### src/rtl/bus_rr_sched.sv
// Round-robin scheduler for a shared packet bus: grants one pending driver port at a time,
// pops its head packet and routes it to the destination port(s) on a single D_push bus.
module bus_rr_sched #(
   parameter int         drvrs     = 4,
   parameter int         pckg_sz   = 16,
   parameter logic [7:0] broadcast = 8'hFF
) (
   input  logic                     clk,
   input  logic                     reset,
   input  logic [drvrs-1:0]         pndng,
   input  logic [drvrs*pckg_sz-1:0] D_pop,
   output logic [drvrs-1:0]         pop,
   output logic [drvrs-1:0]         push,
   output logic [pckg_sz-1:0]       D_push,
   output logic                     busy,
   output logic                     err_dst,
   output logic [15:0]              pkt_cnt
);

   localparam int PW = (drvrs > 1) ? $clog2(drvrs) : 1;
   localparam logic [drvrs-1:0] LSB = {{(drvrs-1){1'b0}}, 1'b1};

   typedef enum logic [1:0] {IDLE, GRANT, DRIVE} state_t;

   state_t             state;
   logic [PW-1:0]      rr_ptr;
   logic [PW-1:0]      g;
   logic [PW-1:0]      next_g;
   logic [PW-1:0]      g_inc;
   logic [PW-1:0]      cand;
   logic               found;
   logic [pckg_sz-1:0] pkt_q;
   logic [pckg_sz-1:0] head;
   logic [7:0]         dst;
   logic               dst_ok;
   logic               dst_bc;
   logic [drvrs-1:0]   g_onehot;

   // Rotating search starting at rr_ptr; the first pending port in that order wins.
   // NOTE: every combinational output gets a default before any branch, so no latch is inferred.
   always_comb begin
      next_g = rr_ptr;
      found  = 1'b0;
      cand   = rr_ptr;
      for (int k = 0; k < drvrs; k++) begin
         cand = (int'(rr_ptr) + k >= drvrs) ? PW'(int'(rr_ptr) + k - drvrs)
                                            : PW'(int'(rr_ptr) + k);
         if (!found && pndng[cand]) begin
            next_g = cand;
            found  = 1'b1;
         end
      end
   end

   always_comb begin
      head = D_pop[pckg_sz-1:0];
      for (int k = 1; k < drvrs; k++) begin
         if (g == PW'(k)) head = D_pop[k*pckg_sz +: pckg_sz];
      end
   end

   assign g_inc    = (g == PW'(drvrs-1)) ? '0 : g + PW'(1);
   assign g_onehot = LSB << g;
   assign dst      = pkt_q[pckg_sz-1 -: 8];
   assign dst_ok   = dst < 8'(drvrs);
   assign dst_bc   = dst == broadcast;
   assign busy     = state != IDLE;

   always_comb begin
      pop     = '0;
      push    = '0;
      D_push  = '0;
      err_dst = 1'b0;
      if (state == GRANT && pndng[g]) pop = g_onehot;
      if (state == DRIVE) begin
         D_push = pkt_q;
         if (dst_ok)      push    = LSB << dst[PW-1:0];
         else if (dst_bc) push    = ~g_onehot;
         else             err_dst = 1'b1;
      end
   end

   // NOTE: state registers use non-blocking assignments so every flop samples pre-edge values.
   always_ff @(posedge clk) begin
      if (reset) begin
         state   <= IDLE;
         rr_ptr  <= '0;
         g       <= '0;
         pkt_q   <= '0;
         pkt_cnt <= '0;
      end else begin
         case (state)
            IDLE: begin
               if (|pndng) begin
                  g     <= next_g;
                  state <= GRANT;
               end
            end
            GRANT: begin
               // A withdrawn request returns to IDLE without touching the pointer.
               if (pndng[g]) begin
                  pkt_q <= head;
                  state <= DRIVE;
               end else begin
                  state <= IDLE;
               end
            end
            DRIVE: begin
               pkt_cnt <= pkt_cnt + 16'd1;
               rr_ptr  <= g_inc;
               state   <= IDLE;
            end
            default: state <= IDLE;
         endcase
      end
   end

endmodule

### config.mk
export PLATFORM = sky130hd
export DESIGN_NAME = bus_rr_sched
export DESIGN_NICKNAME = d
export VERILOG_FILES = /design/src/rtl/bus_rr_sched.sv
export SDC_FILE = /design/constraint.sdc
export NUM_CORES = 1
export LEC_CHECK = 0
export ABC_CLOCK_PERIOD_IN_PS = 2400
export CAP_MARGIN = 20
export CORE_MARGIN = 3
export CORE_UTILIZATION = 43
export CTS_BUF_LIST = sky130_fd_sc_hd__clkbuf_4
export DETAILED_ROUTE_END_ITERATION = 8
export GPL_TIMING_DRIVEN = 0
export PLACE_DENSITY_LB_ADDON = 0.25
export SYNTH_ARGS = -nofsm -noshare
export SYNTH_HDL_FRONTEND = slang
export SYNTH_SLANG_ARGS = --single-unit
export TNS_END_PERCENT = 30
### constraint.sdc
create_clock -name clk -period 2.4 [get_ports clk]
set_input_delay 0.24 -clock clk [delete_from_list [all_inputs] [get_ports clk]]
set_output_delay 0.24 -clock clk [all_outputs]
set_load 0.02 [all_outputs]
# After elaboration in Yosys (flattened, before gate mapping)
# Cells that the tools add are included.
# word_totals
input_bits	70
elab_cells	82
regBits	38
out_inout_bits	42
# op_classes
mux	36
eq_ne	7
n_reduce_logical	12
n_shift	2
n_lt_le_gt_ge	10
n_bitwise	1
addsub	9
# op_table
cell	n
16-bit two-way mux	4
2-bit two-way mux	11
16-bit by 1-bit adder with 16-bit output (second input constant)	1
4-bit two-way mux	4
2-bit by 3-bit less-than comparator with 1-bit output (second input constant)	5
1-bit two-way mux	11
1-bit binary-select mux with 2-bit select	5
3-bit greater-or-equal comparator (second input constant)	3
8-bit equality test (second input constant)	1
8-bit by 3-bit less-than comparator with 1-bit output (second input constant)	1
1-bit by 2-bit << shifter with 4-bit output (first input constant)	2
2-bit by 1-bit subtractor with 2-bit output (second input constant)	4
2-bit by 2-bit adder with 3-bit output (second input constant)	2
2-bit equality test (second input constant)	3
2-bit by 1-bit equality test with 1-bit output (second input constant)	2
1-bit logical AND	4
4-bit inverter	1
2-bit one-hot mux with 2 select lines	1
2-bit AND reduction	2
4-bit OR reduction	1
2-bit by 1-bit adder with 3-bit output (second input constant)	1
2-bit by 3-bit greater-or-equal comparator with 1-bit output (second input constant)	1
1-bit zero test	3
2-bit by 1-bit adder with 2-bit output (second input constant)	1
3 further kinds	3

# Longest topological paths before layout
# Gate-level depths: netlist (run 1).
# depth
depth_word	14
depth_mapped	7

# Worst setup path after synthesis (run 1)
# OpenSTA, ideal clock, no wires.
# synth_path
path_kind	register to output
from	reg g[1]
to	out pop[0]
t_arrival_ns	1.535
slack_ns	0.625
stages_incl_launch_ff	6
cell_sequence	dfxtp_1 > mux4_2 > and3b_1 > buf_6 > buf_6 > and2_1
# synth_between
elab_chain_cells	4
elab_cells_between_ends	5
classes_between	shift (1); mux (3); reduce/logical (1)
# synth_lines
element	line	text
start, declared	27	logic [PW-1:0] g;
start signal, assigned	95	g <= next_g;
1-bit binary-select mux with 2-bit select	74	if (state == GRANT && pndng[g]) pop = g_onehot;
1-bit two-way mux (not written as such)	74	
1-bit logical AND	74	
4-bit two-way mux (*)	74	
end, declared	12	output logic [drvrs-1:0] pop,
# Mark *: on every way between the ends. The rest lies on a longest branch, timed or not. The select of a mux whose other input is x is not followed.

# Worst setup path after layout (run 1)
# layout_path
from	reg g[0]
to	out push[1]
# layout_between
elab_chain_cells	5
# layout_lines
element	line	text
1-bit by 2-bit << shifter with 4-bit output	63	assign g_onehot = LSB << g;
4-bit inverter	78	else if (dst_bc) push = ~g_onehot;
4-bit two-way mux	78	
4-bit two-way mux	77	if (dst_ok) push = LSB << dst[PW-1:0];
4-bit two-way mux	75	if (state == DRIVE) begin
end, declared	13	output logic [drvrs-1:0] push,
# Every way passes these cells.

==> results of run 1 <==
[repair_timing]
item,CTS,global route
gates cloned,0,0
gates resized for setup,26,15
setup endpoints to repair,20,13
[area by class of cell]
| cell class | instances | area share (%) |
|---|---|---|
| multi-input cells | 227 | 40.7 |
| repair buffers | 110 | 29.3 |
| flip-flops and latches | 38 | 20.4 |
| plain buffers | 18 | 3.17 |
| inverters | 27 | 2.70 |
| well taps | 72 | 2.40 |
| clock buffers | 7 | 1.40 |
[cells by family (layout without fill, tap and decap cells)]
| family | after synthesis | count (layout) | synth area share, % |
|---|---|---|---|
| and+or+nand+nor | 122 | 122 | 23.7 |
| AOI/OAI and AO/OA | 71 | 71 | 22.3 |
| buffers and inverters | 48 | 162 | 8.84 |
| DFF | 38 | 38 | 30.4 |
| muxes | 17 | 17 | 8.09 |
| xor gates and xnor gates | 12 | 12 | 4.20 |
| adders and majority gates | 5 | 5 | 2.50 |
[synth_stat cells]
cell type / n / area share (%)
dfxtp_1: 38 / 30
nand3b_1: 3 / 0.90
nand4_1: 5 / 1.2
nand2_1: 28 / 4.2
and3_1: 1 / 0.25
nor4_1: 5 / 1.2
o21a_1: 1 / 0.30
clkbuf_1: 15 / 2.2
and4b_1: 1 / 0.40
o32a_1: 3 / 1.2
nor3_1: 6 / 1.2
o22a_1: 1 / 0.35
o221ai_1: 1 / 0.35
inv_1: 27 / 4.0
xor2_1: 3 / 1.0
xnor2_1: 9 / 3.1
ha_1: 5 / 2.5
o21ai_0: 18 / 3.6
a31o_2: 1 / 0.35
o31ai_1: 2 / 0.60
or2_2: 1 / 0.25
a311oi_2: 16 / 9.6
nor2b_1: 4 / 1.0
nand3_1: 3 / 0.60
o32ai_1: 1 / 0.35
nand2b_1: 3 / 0.75
and3b_1: 1 / 0.35
buf_12: 1 / 0.80
buf_6: 3 / 1.3
mux4_2: 1 / 0.90
mux2_2: 16 / 7.2
nand4b_1: 1 / 0.35
a21oi_1: 25 / 5.0
a21o_1: 2 / 0.60
buf_2: 2 / 0.40
or3_1: 2 / 0.50
nor2_1: 40 / 6.0
and2_1: 18 / 4.5
[routing by layer]
layer / up-vias / global-route usage (%) / share of wire, %
li1: 1303 / - / -
met2: 95 / 40.3 / 50
met5: - / 0 / 0
met4: 0 / 5.98 / 1.2
met1: 1164 / 24.4 / 41
met3: 8 / 7.16 / 7.9
[report_power, final]
group | internal, mW | switching [mW]
sequential | 0.663 | 0.0290
clock | 0.133 | 0.205
combinational | 0.232 | 0.183
[critical path, cell delays in order, from the launching register on]
cell and delay, ns:
dfxtp_1 0.45, ha_1 0.18, buf_2 0.24, buf_2 0.30, o32a_1 0.17, nor2_1 0.04, dlygate4sd2_1 0.33
[final timing paths]
check | cells after the start | start | end
worst min register to register | 2 | pkt_cnt[1] | pkt_cnt[1]
worst max-delay path | 6 | g[0] | push[1]
worst max register to register | 6 | g[0] | pkt_q[11]
worst min-delay path | 2 | reset | pkt_cnt[9]
[sequential cells by signal, indices dropped and copies added, names as in the netlist]
register and cells:
pkt_cnt 16, pkt_q 16, state 2, g 2, rr_ptr 2
[through the flow]
step	hold slack, ns	instances	util [%]
2_1_floorplan	0.431	313	-
3_3_place_gp	0.496	495	66.3
3_5_place_dp	0.506	495	66.3
4_1_cts	0.290	499	67.3
5_1_grt	0.298	499	67.3
6_report	0.277	499	67.3
==> results.ini, run 1 <==
[route]
firstDrtPassIters=4
avgViaCountPerCell=5.15
via_count=2570
detail-route-antenna-nets=0
drc=0
drtIter0Drc=68
wl_per_cell_um=14.1
wirelength_um=7040

[floorplanning]
core_mm2=0.00557
start_util_pct=44.9
die_h_um=82.3
top_level_ports=112
die_area_mm2=0.00678
rows=27
die_w_um=82.3

[cts]
clkLatencyLatePin_ns=0.34
cts_buffers=5
cts.sinks=38
clock_path_buffers=2
cts_tree=built
hold_buffers=0
cts_max_level=2
post_cts_buffers=0
clkTransAtPathRegs_ns=0.11
clockRootBuffer=clkbuf_4

[placement]
port_buffers=110
pre_cts_ws_ns=-0.261
dp_hpwl_um=5570
gp_congestion=0.775
dpl-instance-area_mm2=0.00370

[hold_path]
hp-class=in2reg

[timing]
slew_violations=0
finalSetupViolations=0
hold_viol_final=0
fin_crit_ns=2.29
fin_tns_setup_ns=0
fmax_mhz=437
rsz0062_at_grt=false
skew_ns=0.00563
worst_slew_pin_slew_ns=0.653
period_share_pct=95.3
timing.final.ws_setup_ns=0.112
slew_headroom_pct=56.5

[layout]
syn_to_final_growth_pct=49.8
ff_latch_area_um2=766
final_nets=502
antenna_cells=0
final_cell_mix=clkdlybuf4s50_1 (92), nor2_1 (40), dfxtp_1 (36)
multiInputGateArea_mm2=0.00153
drive_above_1_share_pct=13.8
nFillCells=478
final_common_cell=clkdlybuf4s50_1
final_area_mm2=0.00375

[critical_path]
crit_type=reg2out
cp.arrival_ns=2.05
regToRegSetupSlack_ns=0.37
crit_fanout=10
cp_data_required_time_ns=2.16
crit_path_start_kind=register
end_kind=output port

[synthesis]
avgSynthCellArea_um2=8.00
syn_inst=313
synth-seq-cells=38
synth_nets=388
ys_seq_area_share_pct=30.4
yosysWarnings=0
ys_types=38
netlist_area_mm2=0.00250

[global_route]
antenna_found_initial=0
grt_pass1_vias=2617
grt_max_degree=17
grt_pass1_wl_um=11700
grt_overflow=0
grtUsageTotal_pct=22.1

[job]
max_cap_violations=0

[power_and_ir_drop]
power_leakage_nw=1.50
total_power_mw=1.45
powerDensity_mw_per_mm2=385
ir_worst_vdd_mv=0.222

[status]
status=completed

Note: power is estimated with default switching activity, not from simulation.
==> run 2: changes to the inputs <==
Settings changed: ABC_CLOCK_PERIOD_IN_PS 2400 to 2100, CORE_UTILIZATION 43 to 39, HOLD_SLACK_MARGIN set to 0.03, PLACE_DENSITY set to 0.86, PLACE_DENSITY_LB_ADDON 0.25 to not set.
Clock period 2.4 ns to 2.1 ns, I/O delays scaled along.
==> run 2 against run 1 <==
Effect of this change:
- the run now ends with setup timing left
- critical path depth down 1
- final cell count rose by 2.6%
- core utilization is 3.6 points lower
- critical endpoint is now pop[2]
- worst hold slack worse by 0.048 ns
- sequential power grew 15%
==> results.ini, run 2 (synthesis gave the netlist of run 1 again) <==
[route]
firstDrtPassIters=4  ; unchanged
wirelength_um=7810  ; was 7040 um
avgViaCountPerCell=5.25  ; was 5.15
wl_per_cell_um=15.3  ; was 14.1 um
detail-route-antenna-nets=0  ; unchanged
drc=0  ; unchanged
via_count=2689  ; was 2570
drtIter0Drc=95  ; was 68

[critical_path]
crit_type=reg2out  ; unchanged
critPathCapture=pop[2]  ; was push[1]
end_kind=output port  ; unchanged
critical-path-slowest-cell=mux4_2  ; was dfxtp_1
crit_path_start_kind=register  ; unchanged
cp_data_required_time_ns=1.89  ; was 2.16 ns
r2r-start=g[1]  ; was g[0]
cp.arrival_ns=1.90  ; was 2.05 ns
critPathMaxStageDelay_ns=0.48  ; was 0.45 ns
crit_fanout=5  ; was 10
ff2ff_path_depth=8  ; was 6
path_cells=mux4_2, and3b_2, buf_6, and2_1, buf_2  ; was ha_1, buf_2, buf_2, o32a_1, nor2_1, dlygate4sd2_1
crit_path_start=g[1]  ; was g[0]
regToRegSetupSlack_ns=0.08  ; was 0.37 ns
r2r-end=pkt_q[10]  ; was pkt_q[11]

[timing]
skew_ns=0.0108  ; was 0.00563 ns
fmax_mhz=474
timing.final.ws_setup_ns=-0.0107  ; was 0.112 ns
fin_crit_ns=2.11
rsz0062_at_grt=true  ; was false
period_share_pct=101
fin_tns_setup_ns=-0.0172  ; was 0 ns
hold_viol_final=0  ; unchanged
whs_ns=0.229  ; was 0.277 ns
slew_violations=0  ; unchanged
finalSetupViolations=2  ; was 0
slew_headroom_pct=48.8  ; was 56.5%
worst_slew_pin_slew_ns=0.768  ; was 0.653 ns

[floorplanning]
rows=28  ; was 27
top_level_ports=112  ; unchanged
die_area_mm2=0.00742  ; was 0.00678 mm^2
die_w_um=86.1  ; was 82.3 um
core_mm2=0.00606  ; was 0.00557 mm^2
start_util_pct=41.3  ; was 44.9%
die_h_um=86.1  ; was 82.3 um

[power_and_ir_drop]
ir_worst_vdd_mv=0.344  ; was 0.222 mV
power.share.sequential_pct=40.6  ; was 47.9%
total_power_mw=1.96  ; was 1.45 mW
p_sw_mw=0.538  ; was 0.417 mW
p_int_mw=1.42  ; was 1.03 mW
pwr-share-comb_pct=26.1  ; was 28.7%
power_frac_clock_pct=33.3  ; was 23.4%
powerDensity_mw_per_mm2=508  ; was 385 mW/mm^2
switching_share_pct=27.4  ; was 28.8%
power_leakage_nw=1.46  ; was 1.50 nW

[global_route]
grt_pass1_wl_um=12400  ; was 11700 um
antenna_found_initial=0  ; unchanged
grt_overflow=0  ; unchanged
grtUsageTotal_pct=21.0  ; was 22.1%
grt_max_degree=17  ; unchanged
grt_pass1_vias=2626  ; was 2617

[layout]
multiInputGateArea_mm2=0.00154  ; was 0.00153 mm^2
drive_above_1_share_pct=21.3  ; was 13.8%
stdcell_count=512  ; was 499
final_nets=511  ; was 502
syn_to_final_growth_pct=54.0  ; was 49.8%
nFillCells=519  ; was 478
final_area_mm2=0.00386  ; was 0.00375 mm^2
final_common_cell=clkdlybuf4s50_1  ; unchanged
antenna_cells=0  ; unchanged
reg.largest.list=pkt_cnt (16), pkt_q (16)  ; unchanged
ff_latch_area_um2=773  ; was 766 um^2
final_cell_mix=clkdlybuf4s50_1 (85), nor2_1 (40), dfxtp_1 (30)  ; was clkdlybuf4s50_1 (92), nor2_1 (40), dfxtp_1 (36)

[cts]
clkLatencyLatePin_ns=0.37  ; was 0.34 ns
clkTransAtPathRegs_ns=0.14  ; was 0.11 ns
hold_buffers=0  ; unchanged
cts.sinks=38  ; unchanged
cts_buffers=5  ; unchanged
cts_tree=built  ; unchanged
clockRootBuffer=clkbuf_4  ; unchanged
clock_path_buffers=2  ; unchanged
cts_max_level=2  ; unchanged

[status]
violations=setup timing
status=finished with violations  ; was completed

[hold_path]
hp-class=in2reg  ; unchanged

[placement]
dpl-instance-area_mm2=0.00370  ; about the same
place_inst=498  ; was 495
gp_congestion=0.861  ; was 0.775
port_buffers=110  ; unchanged
dp_hpwl_um=6010  ; was 5570 um

[job]
max_cap_violations=0  ; unchanged

## run 2: cell types whose count changed in the layout (fill, tap and decap cells not counted), moves of 2 or more
cell             previous run  this run
buf_4                       0        12
clkbuf_2                    1         8
clkdlybuf4s50_1            92        85
dlymetal6s2s_1              9         2
dfxtp_1                    36        30
dfxtp_2                     1         7
clkdlybuf4s15_2             0         3
buf_2                       7         5
buf_6                       3         5
bufinv_16                   0         2
## run 2: how the worst min path moves through the flow
stage,startpoint,endpoint,slack [ns],cells after the start
6_report,reset,pkt_cnt[9],0.23,2
5_1_grt,reset,pkt_cnt[8],0.23,2
4_1_cts,reset,pkt_cnt[12],0.23,2
3_5_place_dp,pkt_cnt[1],pkt_cnt[1],0.51,2
3_3_place_gp,pkt_cnt[1],pkt_cnt[1],0.49,2
2_1_floorplan,D_pop[62],pkt_q[14],0.40,2
## run 2: per-stage QoR
| stage | utilization, % | worst slack (ns) |
|---|---|---|
| 2_1_floorplan | - | 0.355 |
| 3_3_place_gp | 61.0 | -0.469 |
| 3_5_place_dp | 61.0 | -0.474 |
| 4_1_cts | 63.0 | 0.00500 |
| 5_1_grt | 63.7 | -0.0592 |
| 6_report | 63.7 | -0.0107 |
## run 2: final cells by class
| type | count | area share (%) |
|---|---|---|
| plain buffers | 17 | 3.11 |
| clock buffers | 5 | 0.973 |
| well taps | 75 | 2.43 |
| repair buffers | 120 | 29.1 |
| flip-flops and latches | 38 | 20.0 |
| clock inverters | 3 | 1.78 |
| inverters | 27 | 2.63 |
| multi-input cells | 227 | 39.9 |
## run 2: per-layer routing
metal,GRT usage [%],vias to the layer above,wire length [um]
li1,-,1324,-
met1,23.7,1245,3110
met2,36.4,103,3880
met3,7.59,17,642
met4,6.91,0,177
met5,0,-,0
## run 2: timing repair
item,4_1_cts,5_1_grt
endpoints found under the setup margin,25,21
pin swaps,1,1
cloned,0,1
gates resized for setup,77,23
buffers inserted,4,5
hold endpoints to repair,0,0
## run 2: critical path, delay by kind of cell (launching register included)
family | cells | cell delay (ns)
AND/OR/NAND/NOR | 2 | 0.39
flip-flops | 1 | 0.38
multiplexers | 1 | 0.48
buffers and inverters | 2 | 0.28
## run 2: power groups by stage
stage / Combinational (mW) / Clock [mW] / Sequential (mW)
2_1_floorplan: 0.272 / 0 / 0.799
3_3_place_gp: 0.466 / 0 / 0.806
3_5_place_dp: 0.477 / 0 / 0.808
4_1_cts: 0.488 / 0.654 / 0.792
5_1_grt: 0.554 / 0.684 / 0.803
6_report: 0.511 / 0.653 / 0.797
==> patch (flow settings as in run 2) <==
Set the parameter `drvrs` to 2 (it was 4).
--- a/src/rtl/bus_rr_sched.sv
+++ b/src/rtl/bus_rr_sched.sv
@@ -1,7 +1,7 @@
 // Round-robin scheduler for a shared packet bus: grants one pending driver port at a time,
 // pops its head packet and routes it to the destination port(s) on a single D_push bus.
 module bus_rr_sched #(
-   parameter int         drvrs     = 4,
+   parameter int         drvrs     = 2,
    parameter int         pckg_sz   = 16,
    parameter logic [7:0] broadcast = 8'hFF
 ) (
Ports: changed (resized D_pop, pndng, pop and push); port bits go from 112 to 74. No check against the original RTL was run, so the function may have changed too.
==> patch against run 2 <==
Cell area shrank 35%. First-iteration DRC count grew 46%. Global-route usage shrank 2.8 points. Sequential cell count shrank 2. Clock skew shrank 0.0036 ns. Synthesized area shrank 33%. Clock power shrank 44%. Setup slack gained 0.063 ns. Power shrank 35%. Wire length shrank 43%. Highest routed layer unchanged.
==> patch: results <==
export IMPL_clk_insertion_delay_late_ns=0.33
export IMPL_grt_max_degree=11
export IMPL_gp_congestion=0.772
export IMPL_nets=303
export IMPL_wl_um=4470
export IMPL_p_clk_mw=0.367
export IMPL_top_regs="pkt_cnt (16), pkt_q (16), state (2)"
export IMPL_critPathLaunch="pkt_q[12]$_SDFFE_PP0N_"
export IMPL_port_buffer_count=73
export IMPL_finClkSkew_ns=0.00721
export IMPL_ys_top_cells_by_count="nor2_1 (37), dfxtp_1 (36), a222oi_1 (16)"
export IMPL_critPathTopFamily="simple AND/OR/NAND/NOR gates"
export IMPL_irDropWorstVdd_mv=0.344
export IMPL_ys_seq_area_share_pct=42.9
export IMPL_whs_ns=0.497
export IMPL_layout_drive_gt1_share_pct=8.61
export IMPL_crit_path_end="push[0]"
export IMPL_synth_area_leaders="dfxtp_1 (43%), a222oi_1 (9.5%), nor2_1 (8.3%), and2_1 (5.6%), xnor2_1 (4.7%)"
export IMPL_clkTransAtPathRegs_ns=0.10
export IMPL_routedWlPerCell_um=14.1
export IMPL_outcome="finished, final reports clean"
export IMPL_r2r_slack_ns=0.46
export IMPL_fin_crit_sh_pct=97.5
export IMPL_cp_slowest_cell="dfxtp_1"
export IMPL_worstReg2RegEnd="pkt_cnt[15]$_SDFFE_PP0P_"
export IMPL_ys_types=33
export IMPL_power_leakage_nw=1.07
export IMPL_grt_pass1_wl_um=7390
export IMPL_hp_class="reg -> reg"
export IMPL_synth_cells=186
export IMPL_num_vias=1662
export IMPL_worstReg2RegStart="pkt_cnt[3]$_SDFFE_PP0P_"
export IMPL_synth_nets=223
export IMPL_p_per_area_nw_per_um2=510
export IMPL_first_global_vias=1589
export IMPL_max_stage_delay_ns=0.35
export IMPL_drt_iter0_markers=139
export IMPL_placed_cells=309
==> patch: cell count changes in the layout (fill, tap and decap cells not counted), sizes merged, moves of 11 or more <==
| cell | change |
|---|---|
| inv | -23 |
| a222oi | +16 |
| a21oi | -21 |
| clkdlybuf4s50 | -32 |
| mux2 | -13 |
| o21ai | -14 |
| a311oi | -16 |
| dlygate4sd2 | +11 |
| buf | -18 |
| nand2 | -20 |
==> patch: what timing repair did <==
| action | in CTS | in global routing |
|---|---|---|
| gates cloned | 0 | 0 |
| setup buffers | 0 | 0 |
| gates resized for setup | 25 | 8 |
| setup endpoints to repair | 20 | 4 |
==> patch: area by class of cell <==
cell class	instances	area (µm²)
fillers	362	1580
multi-input cells	135	897
flip-flops and latches	36	723
repair buffers	73	701
well taps	50	62.6
plain buffers	11	55.1
clock buffers	7	52.6
inverters	4	15.0
clock inverters	1	3.75
==> patch: worst min-delay path, cell delays in order, from the launching register on <==
cell and delay [ns]:
dfxtp_1 0.33, a21oi_1 0.06, nor2_1 0.08
==> patch: per-layer routing <==
metal,vias to the layer above,share of wire [%],GRT usage [%]
met5,-,0,0
met4,0,1.5,6.26
met1,767,42,22.8
met2,57,48,30.0
li1,832,-,-
met3,6,8.4,4.63
==> patch: kinds of logic after synthesis <==
kind of cell | share of synthesized area, %
multiplexers | 2.61
adder cells (fa/ha/maj) | 0.744
AND/OR/NAND/NOR | 31.9
flip-flops | 42.9
AO/OA/AOI/OAI | 12.4
buffers and inverters | 3.72
XOR/XNOR | 5.73
==> patch: per-stage QoR <==
step,area (µm²),setup slack [ns]
CTS,2510,0.00840
floorplan,1680,0.498
global placement,2470,-0.400
global route,2510,-0.0717
detailed placement,2470,-0.412
finish,2510,0.0521
